## src/rtl/regs_port_ctrl_if.sv

```systemverilog
// ============================================================================
//  Module      : regs_port_ctrl_if
//  Description : Bus bundle between regs_port_ctrl, its two write requesters,
//                the host read port and the picoMIPS 4 x N register file.
//  Revision    : 1.0  initial release
// ============================================================================
`default_nettype none

interface regs_port_ctrl_if #(
    parameter int N = 8
);
    logic           core_wvalid;
    logic           core_wready;
    logic [1:0]     core_waddr;
    logic [N-1:0]   core_wdata;

    logic           host_wvalid;
    logic           host_wready;
    logic [1:0]     host_waddr;
    logic [N-1:0]   host_wdata;

    logic           host_rvalid;
    logic           host_rready;
    logic [1:0]     host_raddr;
    logic [N-1:0]   host_rdata;
    logic           host_rdvalid;

    logic           core_rd2_idle;
    logic [1:0]     core_raddr2;
    logic           core_stall;

    logic           rf_w;
    logic [1:0]     rf_waddr;
    logic [N-1:0]   rf_wdata;
    logic [1:0]     rf_raddr2;
    logic [N-1:0]   rf_rdata2;

    modport slave (
        input  core_wvalid, core_waddr, core_wdata,
        output core_wready,
        input  host_wvalid, host_waddr, host_wdata,
        output host_wready,
        input  host_rvalid, host_raddr,
        output host_rready, host_rdata, host_rdvalid,
        input  core_rd2_idle, core_raddr2,
        output core_stall,
        output rf_w, rf_waddr, rf_wdata, rf_raddr2,
        input  rf_rdata2
    );

    modport master (
        output core_wvalid, core_waddr, core_wdata,
        input  core_wready,
        output host_wvalid, host_waddr, host_wdata,
        input  host_wready,
        output host_rvalid, host_raddr,
        input  host_rready, host_rdata, host_rdvalid,
        output core_rd2_idle, core_raddr2,
        input  core_stall,
        input  rf_w, rf_waddr, rf_wdata, rf_raddr2,
        output rf_rdata2
    );
endinterface

`default_nettype wire

```

## src/rtl/regs_port_ctrl.sv

```systemverilog
// ============================================================================
//  Module      : regs_port_ctrl
//  Description : Round-robin write-port arbiter and host read-port borrower
//                for the picoMIPS 4 x N register file.
//  Revision    : 1.0  initial release
// ============================================================================
`default_nettype none

module regs_port_ctrl #(
    parameter int          N        = 8,
    parameter int unsigned MAX_WAIT = 4
) (
    input  wire logic          clk,
    input  wire logic          nreset,
    regs_port_ctrl_if.slave    io_bus
);

    localparam int unsigned          c_CNT_W    = (MAX_WAIT > 0) ? $clog2(MAX_WAIT + 1) : 1;
    localparam logic [c_CNT_W-1:0]   c_WAIT_MAX = c_CNT_W'(MAX_WAIT);
    localparam logic [c_CNT_W-1:0]   c_CNT_ONE  = c_CNT_W'(1);

    typedef enum logic [0:0] {
        R_IDLE = 1'b0,
        R_WAIT = 1'b1
    } rd_state_t;

    rd_state_t            r_state;
    rd_state_t            w_state_nxt;

    logic                 r_last_host;
    logic                 r_stg_valid;
    logic [1:0]           r_stg_addr;
    logic [N-1:0]         r_stg_data;

    logic [1:0]           r_raddr;
    logic [c_CNT_W-1:0]   r_wait_cnt;
    logic [N-1:0]         r_rdata;
    logic                 r_rdvalid;

    logic                 w_core_gnt;
    logic                 w_host_gnt;
    logic                 w_conflict;
    logic                 w_rready;
    logic                 w_accept;
    logic                 w_cnt_max;
    logic                 w_issue;
    logic                 w_stall;
    logic [1:0]           w_raddr2;
    logic                 w_fwd;

    // ---------------- write arbitration and stage ----------------
    assign w_conflict = io_bus.core_wvalid & io_bus.host_wvalid;
    assign w_core_gnt = io_bus.core_wvalid & (~io_bus.host_wvalid | r_last_host);
    assign w_host_gnt = io_bus.host_wvalid & (~io_bus.core_wvalid | ~r_last_host);

    // Pointer starts at "host last" so the core wins the first conflict.
    always_ff @(posedge clk or negedge nreset) begin
        if (!nreset) begin
            r_last_host <= 1'b1;
            r_stg_valid <= 1'b0;
            r_stg_addr  <= 2'd0;
            r_stg_data  <= '0;
        end else begin
            if (w_conflict) begin
                r_last_host <= w_host_gnt;
            end
            r_stg_valid <= w_core_gnt | w_host_gnt;
            if (w_core_gnt) begin
                r_stg_addr <= io_bus.core_waddr;
                r_stg_data <= io_bus.core_wdata;
            end else if (w_host_gnt) begin
                r_stg_addr <= io_bus.host_waddr;
                r_stg_data <= io_bus.host_wdata;
            end
        end
    end

    // ---------------- host read FSM ----------------
    always_ff @(posedge clk or negedge nreset) begin
        if (!nreset) begin
            r_state <= R_IDLE;
        end else begin
            r_state <= w_state_nxt;
        end
    end

    always_comb begin
        w_state_nxt = r_state;
        w_rready    = 1'b0;
        w_issue     = 1'b0;
        w_stall     = 1'b0;
        w_raddr2    = io_bus.core_raddr2;
        w_cnt_max   = (r_wait_cnt == c_WAIT_MAX);
        case (r_state)
            R_IDLE: begin
                w_rready = 1'b1;
                if (io_bus.host_rvalid) begin
                    w_state_nxt = R_WAIT;
                end
            end
            R_WAIT: begin
                w_issue = io_bus.core_rd2_idle | w_cnt_max;
                w_stall = w_cnt_max & ~io_bus.core_rd2_idle;
                if (w_issue) begin
                    w_raddr2    = r_raddr;
                    w_state_nxt = R_IDLE;
                end
            end
            default: begin
                w_state_nxt = R_IDLE;
            end
        endcase
    end

    assign w_accept = w_rready & io_bus.host_rvalid;
    // The staged write lands in the file at the next edge, so it is newer
    // than what port 2 shows this cycle.
    assign w_fwd    = r_stg_valid & (r_stg_addr == r_raddr);

    always_ff @(posedge clk or negedge nreset) begin
        if (!nreset) begin
            r_raddr    <= 2'd0;
            r_wait_cnt <= '0;
            r_rdata    <= '0;
            r_rdvalid  <= 1'b0;
        end else begin
            r_rdvalid <= w_issue;
            if (w_accept) begin
                r_raddr    <= io_bus.host_raddr;
                r_wait_cnt <= '0;
            end else if ((r_state == R_WAIT) && !w_issue && !w_cnt_max) begin
                r_wait_cnt <= r_wait_cnt + c_CNT_ONE;
            end
            if (w_issue) begin
                r_rdata <= w_fwd ? r_stg_data : io_bus.rf_rdata2;
            end
        end
    end

    // ---------------- outputs ----------------
    assign io_bus.core_wready  = w_core_gnt;
    assign io_bus.host_wready  = w_host_gnt;
    assign io_bus.host_rready  = w_rready;
    assign io_bus.host_rdata   = r_rdata;
    assign io_bus.host_rdvalid = r_rdvalid;
    assign io_bus.core_stall   = w_stall;
    assign io_bus.rf_w         = r_stg_valid;
    assign io_bus.rf_waddr     = r_stg_addr;
    assign io_bus.rf_wdata     = r_stg_data;
    assign io_bus.rf_raddr2    = w_raddr2;

endmodule

`default_nettype wire
```

## src/flat_wrapper.sv

```systemverilog
// flat-port wrapper written by rule: the top's interface ports become plain ports
module regs_port_ctrl_flat 
#(
    parameter int          N        = 8,
    parameter int unsigned MAX_WAIT = 4
)
  (clk, nreset, io_bus_core_wvalid, io_bus_core_waddr, io_bus_core_wdata, io_bus_core_wready, io_bus_host_wvalid, io_bus_host_waddr, io_bus_host_wdata, io_bus_host_wready, io_bus_host_rvalid, io_bus_host_raddr, io_bus_host_rready, io_bus_host_rdata, io_bus_host_rdvalid, io_bus_core_rd2_idle, io_bus_core_raddr2, io_bus_core_stall, io_bus_rf_w, io_bus_rf_waddr, io_bus_rf_wdata, io_bus_rf_raddr2, io_bus_rf_rdata2);
  regs_port_ctrl_if #(.N(N)) io_bus_i ();
  input  wire logic clk;
  input  wire logic nreset;
  input wire logic [$bits(io_bus_i.core_wvalid)-1:0] io_bus_core_wvalid;
  input wire logic [$bits(io_bus_i.core_waddr)-1:0] io_bus_core_waddr;
  input wire logic [$bits(io_bus_i.core_wdata)-1:0] io_bus_core_wdata;
  output wire logic [$bits(io_bus_i.core_wready)-1:0] io_bus_core_wready;
  input wire logic [$bits(io_bus_i.host_wvalid)-1:0] io_bus_host_wvalid;
  input wire logic [$bits(io_bus_i.host_waddr)-1:0] io_bus_host_waddr;
  input wire logic [$bits(io_bus_i.host_wdata)-1:0] io_bus_host_wdata;
  output wire logic [$bits(io_bus_i.host_wready)-1:0] io_bus_host_wready;
  input wire logic [$bits(io_bus_i.host_rvalid)-1:0] io_bus_host_rvalid;
  input wire logic [$bits(io_bus_i.host_raddr)-1:0] io_bus_host_raddr;
  output wire logic [$bits(io_bus_i.host_rready)-1:0] io_bus_host_rready;
  output wire logic [$bits(io_bus_i.host_rdata)-1:0] io_bus_host_rdata;
  output wire logic [$bits(io_bus_i.host_rdvalid)-1:0] io_bus_host_rdvalid;
  input wire logic [$bits(io_bus_i.core_rd2_idle)-1:0] io_bus_core_rd2_idle;
  input wire logic [$bits(io_bus_i.core_raddr2)-1:0] io_bus_core_raddr2;
  output wire logic [$bits(io_bus_i.core_stall)-1:0] io_bus_core_stall;
  output wire logic [$bits(io_bus_i.rf_w)-1:0] io_bus_rf_w;
  output wire logic [$bits(io_bus_i.rf_waddr)-1:0] io_bus_rf_waddr;
  output wire logic [$bits(io_bus_i.rf_wdata)-1:0] io_bus_rf_wdata;
  output wire logic [$bits(io_bus_i.rf_raddr2)-1:0] io_bus_rf_raddr2;
  input wire logic [$bits(io_bus_i.rf_rdata2)-1:0] io_bus_rf_rdata2;
  assign io_bus_i.core_wvalid = io_bus_core_wvalid;
  assign io_bus_i.core_waddr = io_bus_core_waddr;
  assign io_bus_i.core_wdata = io_bus_core_wdata;
  assign io_bus_core_wready = io_bus_i.core_wready;
  assign io_bus_i.host_wvalid = io_bus_host_wvalid;
  assign io_bus_i.host_waddr = io_bus_host_waddr;
  assign io_bus_i.host_wdata = io_bus_host_wdata;
  assign io_bus_host_wready = io_bus_i.host_wready;
  assign io_bus_i.host_rvalid = io_bus_host_rvalid;
  assign io_bus_i.host_raddr = io_bus_host_raddr;
  assign io_bus_host_rready = io_bus_i.host_rready;
  assign io_bus_host_rdata = io_bus_i.host_rdata;
  assign io_bus_host_rdvalid = io_bus_i.host_rdvalid;
  assign io_bus_i.core_rd2_idle = io_bus_core_rd2_idle;
  assign io_bus_i.core_raddr2 = io_bus_core_raddr2;
  assign io_bus_core_stall = io_bus_i.core_stall;
  assign io_bus_rf_w = io_bus_i.rf_w;
  assign io_bus_rf_waddr = io_bus_i.rf_waddr;
  assign io_bus_rf_wdata = io_bus_i.rf_wdata;
  assign io_bus_rf_raddr2 = io_bus_i.rf_raddr2;
  assign io_bus_i.rf_rdata2 = io_bus_rf_rdata2;
  regs_port_ctrl #(.N(N), .MAX_WAIT(MAX_WAIT)) u_core (.clk(clk), .nreset(nreset), .io_bus(io_bus_i));
endmodule
```

## config.mk

```make
export PLATFORM = sky130hd
export DESIGN_NAME = regs_port_ctrl_flat
export DESIGN_NICKNAME = d
export VERILOG_FILES = /design/src/rtl/regs_port_ctrl_if.sv /design/src/rtl/regs_port_ctrl.sv /design/src/flat_wrapper.sv
export SDC_FILE = /design/constraint.sdc
export NUM_CORES = 1
export LEC_CHECK = 0
export CAP_MARGIN = 0
export CORE_UTILIZATION = 44
export DETAILED_ROUTE_END_ITERATION = 8
export PLACE_DENSITY = 0.84
export SKIP_LAST_GASP = 1
export SYNTH_ARGS = -nofsm -noshare
export SYNTH_HDL_FRONTEND = slang
export SYNTH_SLANG_ARGS = --single-unit
```

## constraint.sdc

```tcl
create_clock -name clk -period 3.3 [get_ports clk]
set_input_delay 0.495 -clock clk [delete_from_list [all_inputs] [get_ports clk]]
set_output_delay 0.495 -clock clk [all_outputs]
set_load 0.005 [all_outputs]
```

==> out/qor.yml <==
clocking:
  cts_tree: "yes"
  ctsResizeCount: 0
  h-tree-depth: 1
  clock_sinks: 27
  root_buffer: "clkbuf_4"
  hold_buffers: 0
  numCtsBuffers: 3
  clockBufferDepth: 2
  clkTransAtPathRegs_ps: 130
  post_cts_buffers: 0
  worstSkewPairLatency_ps: 310
layout:
  fin_nets: 233
  antenna_cells: 0
  final_cell_mix: "clkdlybuf4s50_1, dfrtp_1, or3_1, o221a_2, a21oi_1"
  fill_cells: 249
  areaGrowthSynthToFinish_pct: 50.3
  multi_input_area_um2: 659
  seq_area_um2: 677
  drive_gt1_share_pct: 14.1
  fin_area_mm2: 0.00210
  final_common_cell: "clkdlybuf4s50_1"
critical_path:
  arrival_ps: 2400
  path_max_fanout: 11
  crit_start: "u_core.r_wait_cnt[0]$_DFFE_PN0P_"
  r2r_slack_ps: 1480
  worstSetupEndpointType: "output pin"
  critical_path.endpoint: "io_bus_rf_raddr2[0]"
  rr_endpoint: "u_core.r_wait_cnt[0]$_DFFE_PN0P_"
  path_class: "reg -> out"
  r2r_cells: 6
  required_ps: 2800
  worstSetupStartpointType: "flop"
  r2r_start: "u_core.r_wait_cnt[1]$_DFFE_PN0P_"
synth:
  synth_mux_area_share_pct: 6.37
  ys_warn_count: 0
  netlist-cell-type-count: 27
  synth_top_family_by_area: "compound AO/OA/AOI/OAI gates"
  syn_area_mm2: 0.00140
  synth_compound_area_share_pct: 21.9
  syn_area_per_cell_um2: 10.8
  postSynthNetCount: 169
  synthSimpleGateAreaFrac_pct: 13.0
  synth_adder_area_share_pct: 1.79
  synth_seq_area_share_pct: 48.5
  syn-instance-count: 129
  ys_ff_latch: 27
  synthXorXnorAreaFrac_pct: 4.22
timing:
  fin_skew_ps: 3.87
  relSlewSlack_pct: 60.5
  worst-slew-pin-transition_ps: 588
  final_hold_viol_count: 0
  period_minus_slack_ps: 2900
  setup_viol: 0
  rsz0062_at_grt: "no"
  period_share_pct: 87.8
  setup-tns-final_ps: 0
  slew_viol_final: 0
  max_freq_mhz: 345
placement:
  place_congestion: 0.830
  io_buffers: 63
  hpwlAfterDp_um: 2730
  dpl-instance-area_mm2: 0.00207
global_route:
  grt_max_degree: 28
  grt_pass1_vias: 1213
  grt_antenna_before_repair: 0
  grt.overflow.total: 0
  grt_pass1_wl_um: 5250
  track_usage_pct: 20.3
routing:
  wl_um: 3370
  vias: 1260
  avgViaCountPerCell: 5.34
  wl_per_cell_um: 14.3
  detail_route.iter0.violations: 46
  drt-pass1-iter-count: 4
  drc: 0
  ant_nets: 0
pwr:
  internal-power_mw: 0.844
  seqPwrFrac_pct: 42.9
  share_comb_of_total_power_pct: 46.7
  clock_power_share_pct: 10.4
  p_sw_mw: 0.449
  p_sw_share_pct: 34.7
  p_leak_nw: 0.823
  power.density_mw_per_mm2: 617
  ir_drop_v: 0.000256
floorplanning:
  start_util_pct: 46.1
  die_h_um: 58.3
  core_mm2: 0.00303
  fp-row-count: 20
  ioPinCount: 64
  die_w_um: 58.3
  dieArea_mm2: 0.00340
flow_run:
  max_cap_viol_count: 0
worst_hold_path:
  hold_path.class: "in -> async"
outcome:
  status: "finished, final reports clean"
-- worst max-delay path, cell delays in order (launching register included) --
cell and delay [ps]:
dfrtp_1 400, inv_1 100, ha_1 200, a21o_1 330, and2_0 260, mux2_2 360
clkdlybuf4s50_1 440
-- sequential cells by signal (all words and copies together) (netlist names) --
signal,flops
u_core.io_bus.host_rdata,8
u_core.io_bus.host_rdvalid,1
u_core.io_bus.rf_w,1
u_core.io_bus.rf_waddr,2
u_core.io_bus.rf_wdata,8
u_core.r_last_host,1
u_core.r_raddr,2
u_core.r_state,1
u_core.r_wait_cnt,3
-- metal layers --
metal / part of all wire, % / vias up / GRT usage, %
li1: - / 617 / -
met2: 51 / 53 / 37.8
met4: 0.98 / 0 / 5.44
met5: 0 / - / 0
met3: 6.1 / 4 / 3.96
met1: 42 / 586 / 23.9
-- how the worst min path moves through the flow --
stage | end | cells after the start | startpoint | slack, ps
CTS | u_core.r_last_host$_DFFE_PN1P_ | 1 | u_core.r_last_host$_DFFE_PN1P_ | 530
global route | u_core.r_last_host$_DFFE_PN1P_ | 1 | u_core.r_last_host$_DFFE_PN1P_ | 540
global placement | u_core.r_last_host$_DFFE_PN1P_ | 1 | u_core.r_last_host$_DFFE_PN1P_ | 500
detailed placement | u_core.r_last_host$_DFFE_PN1P_ | 1 | u_core.r_last_host$_DFFE_PN1P_ | 510
finish | u_core.io_bus.host_rdata[2]$_DFFE_PN0P_ | 2 | nreset | 530
floorplan | u_core.io_bus.host_rdata[0]$_DFFE_PN0P_ | 0 | nreset | 200
-- cells in the mapped netlist --
cell type	n	area, um2
dfrtp_1	26	651
o221a_2	10	113
or3_1	10	62.6
a21oi_1	9	45.0
a31oi_1	8	50.1
nand4_1	8	50.1
o31ai_1	8	60.1
inv_1	7	26.3
mux2_2	7	78.8
nand2_1	5	18.8
buf_2	4	20.0
nor2_1	3	11.3
nor2b_1	3	18.8
o21ai_0	3	15.0
xnor2_1	3	26.3
clkbuf_1	2	7.51
ha_1	2	25.0
xor2_2	2	32.5
a21o_1	1	7.51
and2_0	1	6.26
clkbuf_2	1	5.00
dfstp_2	1	26.3
mux2i_1	1	10.0
nor3b_1	1	7.51
o22ai_1	1	6.26
o31a_1	1	8.76
or2_2	1	6.26
-- per-stage QoR --
stage | power, mW | hold WS, ps | utilization [%] | worst slack, ps | instances
finish | 1.29 | 531 | 69.3 | 401 | 236
global route | 1.38 | 539 | 69.3 | 284 | 236
CTS | 1.30 | 527 | 69.3 | 372 | 236
detailed placement | 1.17 | 510 | 68.4 | 412 | 232
global placement | 1.14 | 503 | 68.4 | 481 | 232
floorplan | 0.847 | 199 | - | 1530 | 129
-- cell type report --
type | instances | area share [%]
clock buffers | 4 | 1.25
inverters | 7 | 1.25
multi-input cells | 88 | 31.4
flip-flops and latches | 27 | 32.3
well taps | 44 | 2.63
repair buffers | 66 | 31.1
-- kinds of logic (layout without fill, tap and decap cells) --
| logic type | Yosys count | in the layout |
|---|---|---|
| xor gates and xnor gates | 5 | 5 |
| and+or+nand+nor | 32 | 32 |
| buffers and inverters | 14 | 77 |
| muxes | 8 | 8 |
| adders and majority gates | 2 | 2 |
| DFF | 27 | 27 |
| AOI/OAI and AO/OA | 41 | 41 |
-- power groups by stage --
stage	combinational (mW)	sequential [mW]	clock (mW)
global route	0.658	0.572	0.151
finish	0.604	0.555	0.135
detailed placement	0.608	0.561	0
floorplan	0.309	0.538	0
global placement	0.582	0.555	0
CTS	0.610	0.555	0.139
Power figures use the tool's default switching activity.
